[src/rtl/bomb_pkg.sv]
// Shared definitions for the defuse controller.
// Holds the controller state enumeration, the key-index width, the default
// defuse code and a helper that extracts one 2-bit digit from a packed code.
package bomb_pkg;

  localparam int unsigned KEY_IDX_W    = 2;
  localparam int unsigned NUM_KEYS     = 4;
  localparam logic [15:0] DEFAULT_CODE = 16'h00E4;

  typedef enum logic [2:0] {
    ST_IDLE,
    ST_ARMED,
    ST_PENALTY,
    ST_WON,
    ST_LOST
  } state_e;

  // Digit idx lives in bits [2*idx+1 : 2*idx]; the shift amount is built by
  // appending a zero bit, so no multiplier is inferred.
  function automatic logic [KEY_IDX_W-1:0] code_digit(input logic [15:0] code,
                                                      input logic [3:0]  idx);
    logic [15:0] shifted;
    shifted = code >> {idx, 1'b0};
    return shifted[KEY_IDX_W-1:0];
  endfunction

endpackage

[src/rtl/defuse_controller_if.sv]
// Bundle of the controller's game-side signals.
//   master : drives start, key_in, tick_1s, time_over; observes status.
//   slave  : the defuse controller itself.
// Status: game_won, exploded, locked (registered decodes), progress, strikes.
interface defuse_controller_if;
  logic       start;
  logic [3:0] key_in;
  logic       tick_1s;
  logic       time_over;
  logic       game_won;
  logic       exploded;
  logic [3:0] progress;
  logic [1:0] strikes;
  logic       locked;

  modport master (
    output start, key_in, tick_1s, time_over,
    input  game_won, exploded, progress, strikes, locked
  );

  modport slave (
    input  start, key_in, tick_1s, time_over,
    output game_won, exploded, progress, strikes, locked
  );
endinterface

[src/rtl/defuse_controller_key_edge_detect.sv]
// key_edge_detect: per-bit 2-flop synchronizer followed by a rising-edge
// pulse generator.
//   clk, reset : system clock, synchronous active-high reset
//   key_in     : raw asynchronous button levels
//   press      : one-cycle pulse per synchronized 0->1 transition
// A press is reported in the cycle after the synchronized level rises, so the
// consumer acts on the 3rd rising edge after the key is first sampled high.
module key_edge_detect #(
  parameter int unsigned WIDTH = 4
) (
  input  logic             clk,
  input  logic             reset,
  input  logic [WIDTH-1:0] key_in,
  output logic [WIDTH-1:0] press
);

  logic [WIDTH-1:0] sync1_q, sync1_d;
  logic [WIDTH-1:0] sync2_q, sync2_d;
  logic [WIDTH-1:0] prev_q,  prev_d;
  logic [WIDTH-1:0] armed_q, armed_d;
  logic [1:0]       fill_q,  fill_d;

  // After reset the chain holds zeros rather than real samples, so a key held
  // through reset would look like a fresh rise. fill_q tracks when sync2_q
  // carries a genuine sample; a bit only arms once that sample shows released.
  always_comb begin
    sync1_d = key_in;
    sync2_d = sync1_q;
    prev_d  = sync2_q;
    fill_d  = {fill_q[0], 1'b1};
    armed_d = armed_q | ({WIDTH{fill_q[1]}} & ~sync2_q);
    press   = sync2_q & ~prev_q & armed_q;
  end

  always_ff @(posedge clk) begin
    if (reset) begin
      sync1_q <= '0;
      sync2_q <= '0;
      prev_q  <= '0;
      armed_q <= '0;
      fill_q  <= '0;
    end else begin
      sync1_q <= sync1_d;
      sync2_q <= sync2_d;
      prev_q  <= prev_d;
      armed_q <= armed_d;
      fill_q  <= fill_d;
    end
  end

endmodule

[src/rtl/defuse_controller.sv]
// defuse_controller: bomb-defusal game FSM.
//   clk, reset : 50 MHz system clock, synchronous active-high reset
//   bus        : slave side of defuse_controller_if
//                start     - arms the controller from IDLE
//                key_in    - raw button levels (asynchronous)
//                tick_1s   - one-cycle pulse per second
//                time_over - countdown reached 0:00
//                game_won / exploded / locked - registered state decodes
//                progress  - correct digits entered so far
//                strikes   - wrong entries so far
module defuse_controller
  import bomb_pkg::*;
#(
  parameter int unsigned CODE_LEN    = 4,
  parameter logic [15:0] CODE        = DEFAULT_CODE,
  parameter int unsigned MAX_STRIKES = 3,
  parameter int unsigned PENALTY_S   = 2
) (
  input logic                 clk,
  input logic                 reset,
  defuse_controller_if.slave  bus
);

  localparam logic [3:0] LAST_IDX   = 4'(CODE_LEN - 1);
  localparam logic [1:0] LAST_STRK  = 2'(MAX_STRIKES - 1);
  localparam logic [2:0] LOCK_LOAD  = 3'(PENALTY_S);

  state_e                 state_q, state_d;
  logic [3:0]             progress_q, progress_d;
  logic [1:0]             strikes_q, strikes_d;
  logic [2:0]             lock_cnt_q, lock_cnt_d;
  logic                   game_won_q, game_won_d;
  logic                   exploded_q, exploded_d;
  logic                   locked_q, locked_d;

  logic [NUM_KEYS-1:0]    press;
  logic [KEY_IDX_W-1:0]   key_idx;
  logic                   correct;

  key_edge_detect #(
    .WIDTH (NUM_KEYS)
  ) u_key_edge (
    .clk    (clk),
    .reset  (reset),
    .key_in (bus.key_in),
    .press  (press)
  );

  always_comb begin
    key_idx = '0;
    for (int unsigned i = 0; i < NUM_KEYS; i++) begin
      if (press[i]) key_idx = KEY_IDX_W'(i);
    end
    // Simultaneous presses never count as correct, whatever the digit.
    correct = $onehot(press) && (key_idx == code_digit(CODE, progress_q));
  end

  always_comb begin
    state_d    = state_q;
    progress_d = progress_q;
    strikes_d  = strikes_q;
    lock_cnt_d = lock_cnt_q;

    unique case (state_q)
      ST_IDLE: begin
        if (bus.start) begin
          state_d    = ST_ARMED;
          progress_d = '0;
          strikes_d  = '0;
        end
      end

      ST_ARMED: begin
        if (bus.time_over) begin
          state_d = ST_LOST;
        end else if (|press) begin
          if (correct) begin
            progress_d = progress_q + 4'd1;
            if (progress_q == LAST_IDX) state_d = ST_WON;
          end else begin
            progress_d = '0;
            // The losing strike is not displayed; strikes holds its last value.
            if (strikes_q == LAST_STRK) begin
              state_d = ST_LOST;
            end else begin
              strikes_d  = strikes_q + 2'd1;
              lock_cnt_d = LOCK_LOAD;
              state_d    = ST_PENALTY;
            end
          end
        end
      end

      ST_PENALTY: begin
        if (bus.time_over) begin
          state_d = ST_LOST;
        end else if (bus.tick_1s) begin
          lock_cnt_d = lock_cnt_q - 3'd1;
          if (lock_cnt_q == 3'd1) state_d = ST_ARMED;
        end
      end

      ST_WON, ST_LOST: begin
        state_d = state_q;
      end

      default: begin
        state_d = ST_IDLE;
      end
    endcase

    game_won_d = (state_d == ST_WON);
    exploded_d = (state_d == ST_LOST);
    locked_d   = (state_d == ST_PENALTY);
  end

  always_ff @(posedge clk) begin
    if (reset) begin
      state_q    <= ST_IDLE;
      progress_q <= '0;
      strikes_q  <= '0;
      lock_cnt_q <= '0;
      game_won_q <= 1'b0;
      exploded_q <= 1'b0;
      locked_q   <= 1'b0;
    end else begin
      state_q    <= state_d;
      progress_q <= progress_d;
      strikes_q  <= strikes_d;
      lock_cnt_q <= lock_cnt_d;
      game_won_q <= game_won_d;
      exploded_q <= exploded_d;
      locked_q   <= locked_d;
    end
  end

  assign bus.game_won = game_won_q;
  assign bus.exploded = exploded_q;
  assign bus.locked   = locked_q;
  assign bus.progress = progress_q;
  assign bus.strikes  = strikes_q;

endmodule

[src/flat_wrapper.sv]
// flat-port wrapper written by rule: the top's interface ports become plain ports
module defuse_controller_flat import bomb_pkg::*;
#(
  parameter int unsigned CODE_LEN    = 4,
  parameter logic [15:0] CODE        = DEFAULT_CODE,
  parameter int unsigned MAX_STRIKES = 3,
  parameter int unsigned PENALTY_S   = 2
)
  (clk, reset, bus_start, bus_key_in, bus_tick_1s, bus_time_over, bus_game_won, bus_exploded, bus_progress, bus_strikes, bus_locked);
  defuse_controller_if bus_i ();
  input logic clk;
  input logic reset;
  input wire logic [$bits(bus_i.start)-1:0] bus_start;
  input wire logic [$bits(bus_i.key_in)-1:0] bus_key_in;
  input wire logic [$bits(bus_i.tick_1s)-1:0] bus_tick_1s;
  input wire logic [$bits(bus_i.time_over)-1:0] bus_time_over;
  output wire logic [$bits(bus_i.game_won)-1:0] bus_game_won;
  output wire logic [$bits(bus_i.exploded)-1:0] bus_exploded;
  output wire logic [$bits(bus_i.progress)-1:0] bus_progress;
  output wire logic [$bits(bus_i.strikes)-1:0] bus_strikes;
  output wire logic [$bits(bus_i.locked)-1:0] bus_locked;
  assign bus_i.start = bus_start;
  assign bus_i.key_in = bus_key_in;
  assign bus_i.tick_1s = bus_tick_1s;
  assign bus_i.time_over = bus_time_over;
  assign bus_game_won = bus_i.game_won;
  assign bus_exploded = bus_i.exploded;
  assign bus_progress = bus_i.progress;
  assign bus_strikes = bus_i.strikes;
  assign bus_locked = bus_i.locked;
  defuse_controller #(.CODE_LEN(CODE_LEN), .CODE(CODE), .MAX_STRIKES(MAX_STRIKES), .PENALTY_S(PENALTY_S)) u_core (.clk(clk), .reset(reset), .bus(bus_i));
endmodule
[config.mk]
export PLATFORM = sky130hd
export DESIGN_NAME = defuse_controller_flat
export DESIGN_NICKNAME = d
export VERILOG_FILES = /design/src/rtl/bomb_pkg.sv /design/src/rtl/defuse_controller_if.sv /design/src/rtl/defuse_controller_key_edge_detect.sv /design/src/rtl/defuse_controller.sv /design/src/flat_wrapper.sv
export SDC_FILE = /design/constraint.sdc
export NUM_CORES = 1
export LEC_CHECK = 0
export CAP_MARGIN = 25
export CORE_ASPECT_RATIO = 0.5
export CORE_MARGIN = 2
export CORE_UTILIZATION = 55
export DETAILED_ROUTE_END_ITERATION = 6
export PLACE_DENSITY_LB_ADDON = 0.3
export SYNTH_ARGS = -nofsm -noshare
export SYNTH_HDL_FRONTEND = slang
export SYNTH_SLANG_ARGS = --single-unit
[constraint.sdc]
create_clock -name clk -period 5.1 [get_ports clk]
set_clock_uncertainty 0.05 [all_clocks]
set_input_delay 1.02 -clock clk [delete_from_list [all_inputs] [get_ports clk]]
set_output_delay 1.02 -clock clk [all_outputs]
set_load 0.01 [all_outputs]
### After elaboration in Yosys (flattened, before gate mapping)

Index checks and enable logic that the tools add are counted.

* bits in registers: 33
* bits of input ports: 9
* output and inout port bits: 9
* logic and storage cells: 86

* add/subtract/negate cells: 6
* eq/ne operators: 19
* shift operators: 1
* mux-type cells: 32
* bitwise gates (word level): 6
* reduce and logical (&&, ||, !) cells: 9

Operators with widths (number)
* $mux W3: 15
* $mux W4: 4
* $mux W2: 7
* $and A4 B4 Y4: 3
* $eq A3 B2 Y1 const B: 4
* $ne A2 B2 Y1 const B: 6
* $pmux W3 S4: 1
* $eq A3 B1 Y1 const B: 3
* $not A4 Y4: 2
* $pmux W4 S2: 1
* $shr A8 B5 Y2 const A: 1
* $reduce_and A7 Y1: 1
* $eq A3 B3 Y1 const B: 2
* $pmux W3 S2: 1
* $reduce_and A6 Y1: 1
* $add A1 B1 Y2: 2
* $add A4 B1 Y4 const B: 1
* $eq A4 B2 Y1 const B: 1
* $or A4 B4 Y4: 1
* $pmux W2 S2: 1
* $reduce_and A4 Y1: 1
* $reduce_bool A2 Y1: 2
* $reduce_or A4 Y1: 1
* $add A3 B3 Y3: 1
* 9 further kinds: 10

### Depth between registers and ports, before layout

* depth in word-level cells: 13
* gate-level depth with buffers: 11
* mapped depth without buffers: 11

### Hierarchy

From an unflattened synthesis, not the netlist that was laid out.

* cell total of the unflattened synthesis: 170
* area, all modules: 1600.3 µm²

Modules (own cells, without submodules)
* defuse_controller: times used 1, cells an instance 122, area an instance 1032.2 µm²
* key_edge_detect: times used 1, cells an instance 48, area an instance 568.0 µm²

### Least setup slack after synthesis

No wires, ideal clock.

* kind: flip-flop to flip-flop
* start: register u_core.u_key_edge.prev_q[3]
* end: register u_core.locked_q (netlist: u_core.bus.locked)
* library setup time: 103 ps
* arrival: 2344 ps
* data required time: 4947 ps
* setup slack: 2602 ps
* cell stages (with the launch flop): 11
* period minus slack after synthesis: 2498 ps
* path through: dfxtp_1 > nand3b_1 > ha_1 > ha_1 > fa_1 > nor2_1 > nand2_1 > or2_4 > o211ai_2 > nand3_2 > a2111oi_2

* longest elaborated chain between the ends: 12
* elaborated cells on any way between the ends: 15

RTL lines
* start: declaration: line defuse_controller_key_edge_detect.sv:19 `logic [WIDTH-1:0] prev_q, prev_d;`
* start signal: assignment: line defuse_controller_key_edge_detect.sv:45 `prev_q <= prev_d;`
* $not A4 Y4 (*): line defuse_controller_key_edge_detect.sv:32 `press = sync2_q & ~prev_q & armed_q;`
* $and A4 B4 Y4 (*) (2 in a row): line defuse_controller_key_edge_detect.sv:32
* $add A1 B1 Y2 (implied by the code): line defuse_controller.sv:55 `correct = $onehot(press) && (key_idx == code_digit(CODE, progress_q));`
* $add A3 B3 Y3 (implied by the code): line defuse_controller.sv:55
* $eq A3 B1 Y1: line defuse_controller.sv:55
* $logic_and A1 B1 Y1: line defuse_controller.sv:55
* $mux W3: line defuse_controller.sv:77 `if (correct) begin`
* $mux W3 (*): line defuse_controller.sv:76 `end else if (|press) begin`
* $mux W3 (*): line defuse_controller.sv:74 `if (bus.time_over) begin`
* $pmux W3 S4 (*): line defuse_controller.sv:64 `unique case (state_q)`
* $eq A3 B2 Y1 (*): line defuse_controller.sv:114 `locked_d = (state_d == ST_PENALTY);`
* end signal: assignment: line defuse_controller.sv:133 `locked_q <= locked_d;`
* end: declaration: line defuse_controller.sv:34 `logic locked_q, locked_d;`

Mark *: on every way between the ends. The rest lies on a longest branch, timed or not.
A chain may end at the register's enable or synchronous reset.

### Final worst setup path

* start: register u_core.u_key_edge.prev_q[3]
* end: register u_core.lock_cnt_q[1]

* longest elaborated chain between the ends: 9
* elaborated cells on any way between the ends: 13

RTL lines
* $not A4 Y4 (*): line defuse_controller_key_edge_detect.sv:32
* $and A4 B4 Y4 (*) (2 in a row): line defuse_controller_key_edge_detect.sv:32
* $add A1 B1 Y2 (implied by the code): line defuse_controller.sv:55
* $add A3 B3 Y3 (implied by the code): line defuse_controller.sv:55
* $eq A3 B1 Y1: line defuse_controller.sv:55
* $logic_and A1 B1 Y1: line defuse_controller.sv:55
* $ne A2 B2 Y1 (no line)
* $reduce_and A7 Y1 (no line) (*)
* end signal: assignment: line defuse_controller.sv:130 `lock_cnt_q <= lock_cnt_d;`
* end: declaration: line defuse_controller.sv:31 `logic [2:0] lock_cnt_q, lock_cnt_d;`

Marked as above.

==> reports/results.txt <==
Mapped Nets -> 189
Crit path arrival time -> 2910 ps
Pin count of the biggest net entering global routing -> 26
Port buffer count -> 17
CP required -> 5230 ps
Layout cell share with drive strength beyond 1 -> 11.6%
Core Area -> 2620 µm²
GRT met3 Usage -> 5.82%
Syn-to-layout area delta -> 19.8%
Final setup fails -> 0
Antenna Nets Post-Route -> 0
DR iter-0 viols -> 59
Root Driver -> clkbuf_8
Area after DPL -> 1720 µm²
Post-CTS sizing -> 0
Tmin final -> 2780 ps
Die X -> 78.7 µm
All-Layer GR Usage -> 18.8%
Final hold violation count -> 0
Most Crowded Layer GR -> met2
Power density cells -> 317 nW/µm²
Vias per cell -> 5.11
# hold bufs at CTS -> 0
Syn avg cell area -> 9.02 µm²
Critical-path maximum fanout -> 8
Area of the multi-input gates -> 787 µm²
Sequential share of power -> 47.4%
H-tree Lvls -> 2
Cell area after layout -> 1840 µm²
# nets final -> 208
Max_slew headroom -> 43.9%
Worst setup SP type -> register
HPWL after detailed placement -> 2.01 mm
Fillers -> 203
Maximum vdd ir drop -> 169 µV
Register bit total from synthesis -> 33
CTS tree -> built
Setup Crit Path Kind -> register to register
Ys Warns -> 0
Wire per inst -> 12.0 µm
DRC violations left -> 0
Fmax -> 360 MHz
Synth cell types -> 39
Overflow left after global routing -> 0
Storage cell area -> 661 µm²
Sw power -> 130 µW
Worst Hold Slack -> 386 ps
Via count -> 1,159
Clock group share of total power -> 43.5%
Drt pass-1 iters -> 4
Max-slew violation count -> 0
Antenna cells -> 0
Internal power contribution -> 452 µW
Total CTS buffers -> 5
Met1 Use GR -> 22.4%
Commonest non-fill, non-tap cells in the layout -> 33 x dfxtp_1, 24 x nor2_1, 17 x clkdlybuf4s50_1
Slew @ Worst Pin -> 839 ps
I/O pin cnt -> 18
Hold WC Path Type -> register to register
RSZ-0062 raised after global routing -> false
Seq/Total Area, Yosys -> 43.1%
DIE AREA -> 3250 µm²
Clock latency on the worst-skew pair -> 290 ps
Final period util -> 54.5%
First-pass GRT wire length -> 4.32 mm
MaxCap Viol Count -> 0
Logic pwr share -> 9.1%
Initial Utilization -> 58.5%
GR Layer Usage met2 -> 32.5%
CP endpoint kind -> register
Mapped Cells -> 170
CTS sink count -> 33
Post CTS Setup Buffer Count -> 0
Die extent in y -> 41.3 µm
Placer Congestion -> 0.825
Mapped cell area -> 1530 µm²
Vias in the first global route -> 992
Commonest non-fill, non-tap cell in the layout -> dfxtp_1
CTS Buffer Depth -> 2
Run status -> complete, no violations
Rows -> 13
Detailed-route wire length -> 2.74 mm
Setup TNS -> 0 ps
Sw frac -> 22.4%
R2r setup slk -> 2320 ps
Overall Power -> 582 µW
Initial antenna violation count -> 0
Clock slew at reported path FFs -> 70 ps
Leak Pwr -> 0.000771 µW
==> power groups by stage <==
stage                     combinational (µW)  sequential [µW]  clock (µW)
after detailed placement                52.1              282           0
after CTS                               52.9              276         255
final                                   52.8              276         253
after floorplan                         36.9              280           0
after global routing                    57.7              278         266
after global placement                  50.7              282           0
==> cell type report <==
class	count	area share (%)
clock buffer	7	4.70
clock inverter	1	1.63
inverter	15	3.07
multi-input combinational	117	42.8
sequential	33	36.0
tap	37	2.52
timing repair buffer	17	9.26
==> metal layers <==
layer  routed length, µm  part of all wire (%)  up-vias
met1                1330                    49      539
met2                1260                    46       17
li1                    -                     -      595
met3                  95                   3.5        8
met4                  53                   1.9        0
met5                   0                     0        -
==> cells by family (layout without fill, tap and decap cells) <==
group / count (synthesis) / in the layout / share of synthesized area, %
xor gates and xnor gates: 6 / 6 / 3.92
adders and majority gates: 10 / 10 / 8.65
DFF: 33 / 33 / 43.1
and+or+nand+nor: 74 / 74 / 26.9
AOI/OAI and AO/OA: 27 / 27 / 11.8
buffers and inverters: 20 / 40 / 5.55
==> cells in the mapped netlist <==
library cell | count | area share [%]
nand3b_4 | 1 | 1.3
nor4b_4 | 1 | 1.6
o211ai_1 | 1 | 0.49
nand3b_1 | 3 | 1.5
buf_6 | 1 | 0.73
clkbuf_2 | 1 | 0.33
ha_1 | 9 | 7.3
nand2_1 | 11 | 2.7
a21oi_1 | 15 | 4.9
nor2b_1 | 13 | 5.3
nor2_1 | 24 | 5.9
or3_1 | 1 | 0.41
inv_1 | 14 | 3.4
nor3_1 | 3 | 0.98
xnor2_1 | 2 | 1.1
o21ai_0 | 1 | 0.33
dfxtp_1 | 33 | 43
or2_4 | 1 | 0.57
nand2_2 | 1 | 0.41
nor3b_1 | 1 | 0.49
nor2_2 | 1 | 0.41
a311oi_1 | 1 | 0.57
nand2b_1 | 2 | 0.82
o31ai_2 | 1 | 0.82
o21ai_2 | 3 | 1.7
nand4_1 | 1 | 0.41
a31oi_1 | 3 | 1.2
nor3b_2 | 1 | 0.82
nand3_1 | 6 | 2.0
xor2_1 | 3 | 1.7
inv_2 | 1 | 0.24
o211ai_2 | 1 | 0.82
buf_2 | 1 | 0.33
clkbuf_1 | 2 | 0.49
and2_1 | 2 | 0.82
nand3_2 | 1 | 0.65
a2111oi_2 | 1 | 0.98
fa_1 | 1 | 1.3
xnor2_2 | 1 | 1.1
==> stage by stage <==
step / setup WS [ps] / util [%] / cells
3_3_place_gp: 2240 / 65.7 / 219
2_1_floorplan: 2600 / - / 170
6_report: 2320 / 70.1 / 227
4_1_cts: 2300 / 70.1 / 227
5_1_grt: 2150 / 70.1 / 227
3_5_place_dp: 2170 / 65.7 / 219
==> path summary, 6_finish.rpt <==
kind | startpoint | to | cells after the start
worst min register to register | u_core.u_key_edge.sync1_q[2] | u_core.u_key_edge.prev_d[2] | 1
worst min-delay path | u_core.u_key_edge.sync1_q[2] | u_core.u_key_edge.prev_d[2] | 1
worst max-delay path | u_core.u_key_edge.prev_q[3] | u_core.lock_cnt_q[1] | 10
worst max register to register | u_core.u_key_edge.prev_q[3] | u_core.lock_cnt_q[1] | 10
==> state kept, by name, summed over array words and instances (netlist names), 2 cells and up <==
| signal | count |
|---|---|
| u_core.u_key_edge.fill_q | 2 |
| u_core.u_key_edge.armed_q | 4 |
| u_core.u_key_edge.sync1_q | 4 |
| u_core.state_q | 3 |
| u_core.bus.strikes | 2 |
| u_core.u_key_edge.prev_q | 4 |
| u_core.lock_cnt_q | 3 |
| u_core.u_key_edge.prev_d | 4 |
| u_core.bus.progress | 4 |
==> worst max-delay path: stages, from the launching register on <==
cell and delay, ps:
dfxtp_1 300, nand3b_1 220, ha_1 320, ha_1 200, fa_1 440, nor2_1 120
nand2_1 90, or2_4 290, o21ai_2 260, a21oi_1 110, a311oi_1 280
No activity file was read; power rests on OpenSTA's default activity.
